### config.mk
export PLATFORM = sky130hd
export DESIGN_NAME = text_buffer_ctrl_flat
export DESIGN_NICKNAME = d
export VERILOG_FILES = /design/src/rtl/text_buffer_if.sv /design/src/rtl/text_buffer_ctrl.sv /design/src/flat_wrapper.sv
export SDC_FILE = /design/constraint.sdc
export NUM_CORES = 1
export LEC_CHECK = 0
export ABC_AREA = 1
export BUFFER_PORTS_ARGS = -buffer_cell sky130_fd_sc_hd__buf_2
export CAP_MARGIN = 20
export CORE_MARGIN = 2
export CORE_UTILIZATION = 50
export DETAILED_ROUTE_END_ITERATION = 10
export PLACE_DENSITY = 0.73
export SLEW_MARGIN = 15
export SYNTH_ARGS = -nofsm -noshare
export SYNTH_HDL_FRONTEND = slang
export SYNTH_SLANG_ARGS = --single-unit
### constraint.sdc
create_clock -name clk -period 2.5 [get_ports clk]
set_input_delay 0.25 -clock clk [delete_from_list [all_inputs] [get_ports clk]]
set_output_delay 0.25 -clock clk [all_outputs]
set_load 0.1 [all_outputs]
### src/rtl/text_buffer_if.sv
// text_buffer_if: glyph write handshake, commands, display read port and RAM port of the text buffer controller
interface text_buffer_if #(parameter int ADDR_W = 13, parameter int CODE_W = 5);
  logic wr_valid;
  logic [CODE_W-1:0] wr_code;
  logic wr_ready;
  logic cmd_clear;
  logic cmd_newline;
  logic disp_active;
  logic [ADDR_W-1:0] disp_addr;
  logic [ADDR_W-1:0] ram_addr;
  logic [CODE_W-1:0] ram_data;
  logic ram_wren;
  logic [6:0] cursor_col;
  logic [5:0] cursor_row;
  logic busy;
  modport master (
    output wr_valid, wr_code, cmd_clear, cmd_newline, disp_active, disp_addr,
    input wr_ready, ram_addr, ram_data, ram_wren, cursor_col, cursor_row, busy
  );
  modport slave (
    input wr_valid, wr_code, cmd_clear, cmd_newline, disp_active, disp_addr,
    output wr_ready, ram_addr, ram_data, ram_wren, cursor_col, cursor_row, busy
  );
endinterface

### src/rtl/text_buffer_ctrl.sv
// text_buffer_ctrl: cursor-driven character RAM writer sharing the port with display reads; TEXTBUF_CLEAR_ON_RESET_EN wipes the screen after reset
module text_buffer_ctrl #(
  parameter int COLS = 80,
  parameter int ROWS = 60,
  parameter int ADDR_W = 13,
  parameter int CODE_W = 5
) (
  input logic clk,
  input logic rst,
  text_buffer_if.slave bus
);
  localparam logic [1:0] IDLE = 2'd0;
  localparam logic [1:0] WRITE = 2'd1;
  localparam logic [1:0] CLEAR = 2'd2;
  localparam logic [6:0] COL_LAST = 7'(COLS - 1);
  localparam logic [5:0] ROW_LAST = 6'(ROWS - 1);
  localparam logic [ADDR_W-1:0] CELL_LAST = ADDR_W'(COLS * ROWS - 1);
`ifdef TEXTBUF_CLEAR_ON_RESET_EN
  localparam logic [1:0] RST_STATE = CLEAR;
`else
  localparam logic [1:0] RST_STATE = IDLE;
`endif
  logic [1:0] state;
  logic [6:0] col;
  logic [5:0] row;
  logic clr_pend;
  logic nl_pend;
  logic [CODE_W-1:0] code_q;
  logic [ADDR_W-1:0] wr_addr;
  logic [ADDR_W-1:0] clr_addr;
  logic [5:0] row_inc;
  logic [ADDR_W-1:0] cur_addr;
  logic ram_free;
  // cursor arithmetic and RAM port mux; the display read always owns the port when active
  always_comb begin
    row_inc = row == ROW_LAST ? '0 : row + 6'd1;
    cur_addr = ADDR_W'(row) * ADDR_W'(COLS) + ADDR_W'(col);
    ram_free = !bus.disp_active;
    bus.wr_ready = state == IDLE && !clr_pend && !nl_pend;
    bus.ram_wren = ram_free && (state == WRITE || state == CLEAR);
    bus.ram_addr = bus.disp_active ? bus.disp_addr : state == CLEAR ? clr_addr : wr_addr;
    bus.ram_data = state == CLEAR ? '0 : code_q;
    bus.busy = state == CLEAR;
    bus.cursor_col = col;
    bus.cursor_row = row;
  end
  // command latching, write/clear sequencing and cursor movement
  always_ff @(posedge clk) begin
    if (rst) begin
      state <= RST_STATE;
      col <= '0;
      row <= '0;
      clr_pend <= 1'b0;
      nl_pend <= 1'b0;
      code_q <= '0;
      wr_addr <= '0;
      clr_addr <= '0;
    end else begin
      clr_pend <= bus.cmd_clear || (clr_pend && state != IDLE);
      nl_pend <= bus.cmd_newline || (nl_pend && !(state == IDLE && !clr_pend));
      case (state)
        IDLE: begin
          if (clr_pend) begin
            state <= CLEAR;
            clr_addr <= '0;
          end else if (nl_pend) begin
            col <= '0;
            row <= row_inc;
          end else if (bus.wr_valid) begin
            code_q <= bus.wr_code;
            wr_addr <= cur_addr;
            state <= WRITE;
          end
        end
        WRITE: begin
          if (ram_free) begin
            state <= IDLE;
            col <= col == COL_LAST ? '0 : col + 7'd1;
            row <= col == COL_LAST ? row_inc : row;
          end
        end
        CLEAR: begin
          if (ram_free) begin
            clr_addr <= clr_addr + 1'b1;
            if (clr_addr == CELL_LAST) begin
              state <= IDLE;
              col <= '0;
              row <= '0;
            end
          end
        end
        default: state <= IDLE;
      endcase
    end
  end
endmodule

### src/flat_wrapper.sv
// flat-port wrapper written by rule: the top's interface ports become plain ports
module text_buffer_ctrl_flat 
#(
  parameter int COLS = 80,
  parameter int ROWS = 60,
  parameter int ADDR_W = 13,
  parameter int CODE_W = 5
)
  (clk, rst, bus_wr_valid, bus_wr_code, bus_cmd_clear, bus_cmd_newline, bus_disp_active, bus_disp_addr, bus_wr_ready, bus_ram_addr, bus_ram_data, bus_ram_wren, bus_cursor_col, bus_cursor_row, bus_busy);
  text_buffer_if #(.ADDR_W(ADDR_W), .CODE_W(CODE_W)) bus_i ();
  input logic clk;
  input logic rst;
  input wire logic [$bits(bus_i.wr_valid)-1:0] bus_wr_valid;
  input wire logic [$bits(bus_i.wr_code)-1:0] bus_wr_code;
  input wire logic [$bits(bus_i.cmd_clear)-1:0] bus_cmd_clear;
  input wire logic [$bits(bus_i.cmd_newline)-1:0] bus_cmd_newline;
  input wire logic [$bits(bus_i.disp_active)-1:0] bus_disp_active;
  input wire logic [$bits(bus_i.disp_addr)-1:0] bus_disp_addr;
  output wire logic [$bits(bus_i.wr_ready)-1:0] bus_wr_ready;
  output wire logic [$bits(bus_i.ram_addr)-1:0] bus_ram_addr;
  output wire logic [$bits(bus_i.ram_data)-1:0] bus_ram_data;
  output wire logic [$bits(bus_i.ram_wren)-1:0] bus_ram_wren;
  output wire logic [$bits(bus_i.cursor_col)-1:0] bus_cursor_col;
  output wire logic [$bits(bus_i.cursor_row)-1:0] bus_cursor_row;
  output wire logic [$bits(bus_i.busy)-1:0] bus_busy;
  assign bus_i.wr_valid = bus_wr_valid;
  assign bus_i.wr_code = bus_wr_code;
  assign bus_i.cmd_clear = bus_cmd_clear;
  assign bus_i.cmd_newline = bus_cmd_newline;
  assign bus_i.disp_active = bus_disp_active;
  assign bus_i.disp_addr = bus_disp_addr;
  assign bus_wr_ready = bus_i.wr_ready;
  assign bus_ram_addr = bus_i.ram_addr;
  assign bus_ram_data = bus_i.ram_data;
  assign bus_ram_wren = bus_i.ram_wren;
  assign bus_cursor_col = bus_i.cursor_col;
  assign bus_cursor_row = bus_i.cursor_row;
  assign bus_busy = bus_i.busy;
  text_buffer_ctrl #(.COLS(COLS), .ROWS(ROWS), .ADDR_W(ADDR_W), .CODE_W(CODE_W)) u_core (.clk(clk), .rst(rst), .bus(bus_i));
endmodule
==> implementation parameters <==
Parameter                              Value

Flow run
  Max-capacitance violation count ... 0

Floorplan
  Effective utilization at floorplan ... 52.4%
  Top-Level Pins ... 58
  Die Area ... 6920 µm²
  Die X ... 83.2 µm
  Vert. Die Dim ... 83.2 µm
  Number of rows created at floorplan ... 28
  Placeable core region ... 5990 µm²

CTS
  Post-CTS resize count ... 0
  Root buffer cell ... sky130_fd_sc_hd__clkbuf_8
  CTS tree ... yes
  Cts hold-fix bufs ... 0
  Clock latency reported for the late side of the worst-skew pair ... 0.30 ns
  Total number of H-tree levels ... 2
  Max Buffers Root-to-Sink ... 2
  Post-CTS Setup Bufs ... 0
  Clock buffers created by TritonCTS ... 5
  Clock sink total ... 48
  Clock transition at the register clock pins on the worst setup and hold paths after CTS ... 0.09 ns

Timing
  Hold violation count in the final report ... 0
  Slew Limit Fails ... 0
  Clk_skew ... 0.00431 ns
  Summed negative setup slack over all endpoints ... 0 ns
  RSZ-0062 raised after global routing ... no
  Final critical delay including setup and external delays ... 2.34 ns
  Transition time at the pin with the least slew margin ... 0.557 ns
  Relative slew slack ... 62.5%
  Final worst path period share ... 93.7%
  Fmax ... 427 MHz
  Final setup violation count ... 0

Power and ir drop
  Power per unit of standard cell area ... 703 nW/µm²
  Worst vdd ir ... 0.000554 V
  Overall power after layout ... 2.60 mW
  Static leakage ... 1.74 nW

Logic synthesis
  Leading register cell type out of synthesis ... sky130_fd_sc_hd__dfxtp_1
  Simple-gate area share of the yosys netlist ... 32.9%
  Compound-gate portion of the synthesized area ... 15.8%
  Number of nets in the synthesized netlist ... 513
  Post-synthesis mux area share ... 0%
  Cells after synthesis ... 469
  Number of synthesized register bits ... 48
  Distinct cell type count of the synthesized netlist ... 36
  Adder-cell area share of the yosys netlist ... 8.46%
  Area leader, netlist ... sky130_fd_sc_hd__dfxtp_1
  Dominant combinational cell family by area after synthesis ... simple AND/OR/NAND/NOR gates
  Average cell area after synthesis ... 6.69 µm²
  Xor/xnor share of the synthesized area ... 1.95%
  Async S/R FF share, synth ... 0%
  Post-synthesis instance area ... 3140 µm²
  Most used standard cell by instance count after synthesis ... sky130_fd_sc_hd__nand2_1
  EDFF count, synth ... 0
  Ys Warns ... 0
  Post-synth top cells ... 83 x sky130_fd_sc_hd__nand2_1, 76 x sky130_fd_sc_hd__nor2_1, 55 x sky130_fd_sc_hd__a21oi_1
  Portion of the post-synthesis area used by sequential elements ... 30.6%
  Leading post-synthesis cells by cell area ... sky130_fd_sc_hd__dfxtp_1 31%, sky130_fd_sc_hd__nand2_1 9.9%, sky130_fd_sc_hd__nor2_1 9.1%
  Area share of the largest cell type after synthesis ... 30.6%

Finish
  Nets@finish ... 561
  Antenna Diode Count ... 0
  Area growth from synthesis to layout ... 17.9%
  Count of filler cells inserted in the layout ... 569
  Final instance area ... 3700 µm²
  Non-filler cells in the finished layout ... 592
  Fraction of final layout cells with drive strength greater than 1 ... 22.8%

Drt
  Number of antenna-violating nets in the routed design ... 0
  DRC violations left ... 0
  Avg Vias per Cell ... 5.23
  Detailed Route Iter0 Violations ... 154
  Number of detailed-route iterations in the first pass ... 4
  Wirelength, routed ... 7.60 mm
  Avg WL per Cell ... 12.8 µm
  Vias after detailed routing ... 3098

Run status
  Status ... finished clean

Global route
  Initial antenna violation count ... 0
  Grt ovf ... 0
  Largest net degree at the start of global routing ... 32
  Via count of the first global-routing pass ... 2920
  Global-route usage over all layers ... 21.9%
  First-pass GRT wire length ... 12.9 mm

Placement
  Gpl congestion ... 0.860
  Count of placed standard cells including taps ... 584
  Area after DPL ... 3600 µm²
  HPWL after DPL ... 5.64 mm
  Count of buffers inserted at the top-level ports ... 57

Setup path
  Crit Path Category ... flop to output pin
  Data required, critical path ... 2.25 ns
  Largest fanout of any net on the critical path ... 17
  Arrival time of the worst setup path ... 2.09 ns
  Critical path launch point type ... flop
  Crit end category ... output pin

Hold path
  Min-Delay Path Class ... primary input to flop
-- path summary, 6_finish.rpt --
check | startpoint | end | slack, ns | cells after the start
worst min-delay path | bus_cmd_newline | u_core.nl_pend$_SDFF_PP0_ | 0.15 | 3
worst min register to register | u_core.code_q[4]$_SDFFE_PP0P_ | u_core.code_q[4]$_SDFFE_PP0P_ | 0.48 | 2
worst max-delay path | u_core.state[0]$_SDFFE_PP0P_ | bus_ram_addr[0] | 0.16 | 7
worst max register to register | u_core.bus.cursor_row[1]$_SDFFE_PP0P_ | u_core.wr_addr[11]$_SDFFE_PP0P_ | 0.36 | 9
-- routing by layer --
layer	global-route usage, %	wire length (µm)
met1	28.0	3370
met2	38.0	3630
met3	4.08	517
met4	5.66	75
met5	0	0
-- cells by family (layout without fill, tap and decap cells) --
family,count (synthesis),count (layout)
flops,48,48
compound gates,93,93
buf+inv,75,123
xor+xnor,7,7
simple gates,226,226
fa+ha+maj,20,20
-- worst max-delay path, cell delays in order, from the launching register on --
cell and delay (ns):
sky130_fd_sc_hd__dfxtp_1 0.39, sky130_fd_sc_hd__inv_1 0.10, sky130_fd_sc_hd__ha_4 0.24, sky130_fd_sc_hd__inv_2 0.23, sky130_fd_sc_hd__or2_2 0.17, sky130_fd_sc_hd__o21ai_0 0.11, sky130_fd_sc_hd__o21ai_2 0.12, sky130_fd_sc_hd__buf_2 0.43
-- flip-flops by register name, indices dropped and copies added, names as in the netlist --
register / count
u_core.nl_pend: 1
u_core.bus.cursor_row: 6
u_core.wr_addr: 13
u_core.bus.cursor_col: 7
u_core.state: 2
u_core.code_q: 5
u_core.clr_addr: 13
u_core.clr_pend: 1
-- power by group --
| group | switching, mW | internal [mW] | leakage [nW] |
|---|---|---|---|
| registers | 0.0779 | 0.845 | 0.394 |
| clock network | 0.254 | 0.191 | 0.0410 |
| logic | 0.962 | 0.271 | 1.31 |
| total | 1.29 | 1.31 | 1.74 |
-- placed cells by master, fill, tap and decap left out, types with 2 or more instances in the layout --
cell type,synthesis,routed
sky130_fd_sc_hd__nand2_1,83,83
sky130_fd_sc_hd__o21ai_1,5,5
sky130_fd_sc_hd__a21oi_1,55,43
sky130_fd_sc_hd__nor2_4,3,3
sky130_fd_sc_hd__dfxtp_2,0,6
sky130_fd_sc_hd__nor2_1,76,70
sky130_fd_sc_hd__nand4_1,4,4
sky130_fd_sc_hd__a21oi_4,1,13
sky130_fd_sc_hd__o21ai_2,2,3
sky130_fd_sc_hd__buf_4,5,3
sky130_fd_sc_hd__inv_1,50,50
sky130_fd_sc_hd__o21ai_0,26,25
sky130_fd_sc_hd__buf_2,5,57
sky130_fd_sc_hd__inv_2,5,5
sky130_fd_sc_hd__nor2_2,1,7
sky130_fd_sc_hd__clkbuf_8,0,5
sky130_fd_sc_hd__nor3_1,4,4
sky130_fd_sc_hd__ha_1,18,17
sky130_fd_sc_hd__or2_2,2,2
sky130_fd_sc_hd__dfxtp_1,48,42
sky130_fd_sc_hd__fa_1,2,2
sky130_fd_sc_hd__xor2_1,6,6
sky130_fd_sc_hd__o21bai_1,2,2
sky130_fd_sc_hd__nand3_1,40,40
sky130_fd_sc_hd__nand3_2,2,2
sky130_fd_sc_hd__nand2_4,3,3
sky130_fd_sc_hd__nand3_4,2,2
-- cell type report --
type                       instances  area, µm²  share of cell area, %
multi-input combinational        346       2020                   54.6
sequential                        48        968                   26.2
tap                               75       93.8                   2.54
timing repair buffer              61        333                   9.00
clock inverter                     1       5.00                  0.135
inverter                          55        206                   5.58
clock buffer                       6       72.6                   1.96
-- through the flow --
stage	hold WS, ns	setup WS, ns	utilization [%]
floorplan	0.367	0.0365	-
global placement	0.459	0.378	60.0
detailed placement	0.463	0.339	60.0
CTS	0.153	0.00375	61.3
global route	0.154	0.0282	61.8
finish	0.153	0.158	61.8
No activity file was read; power rests on OpenSTA's default activity.
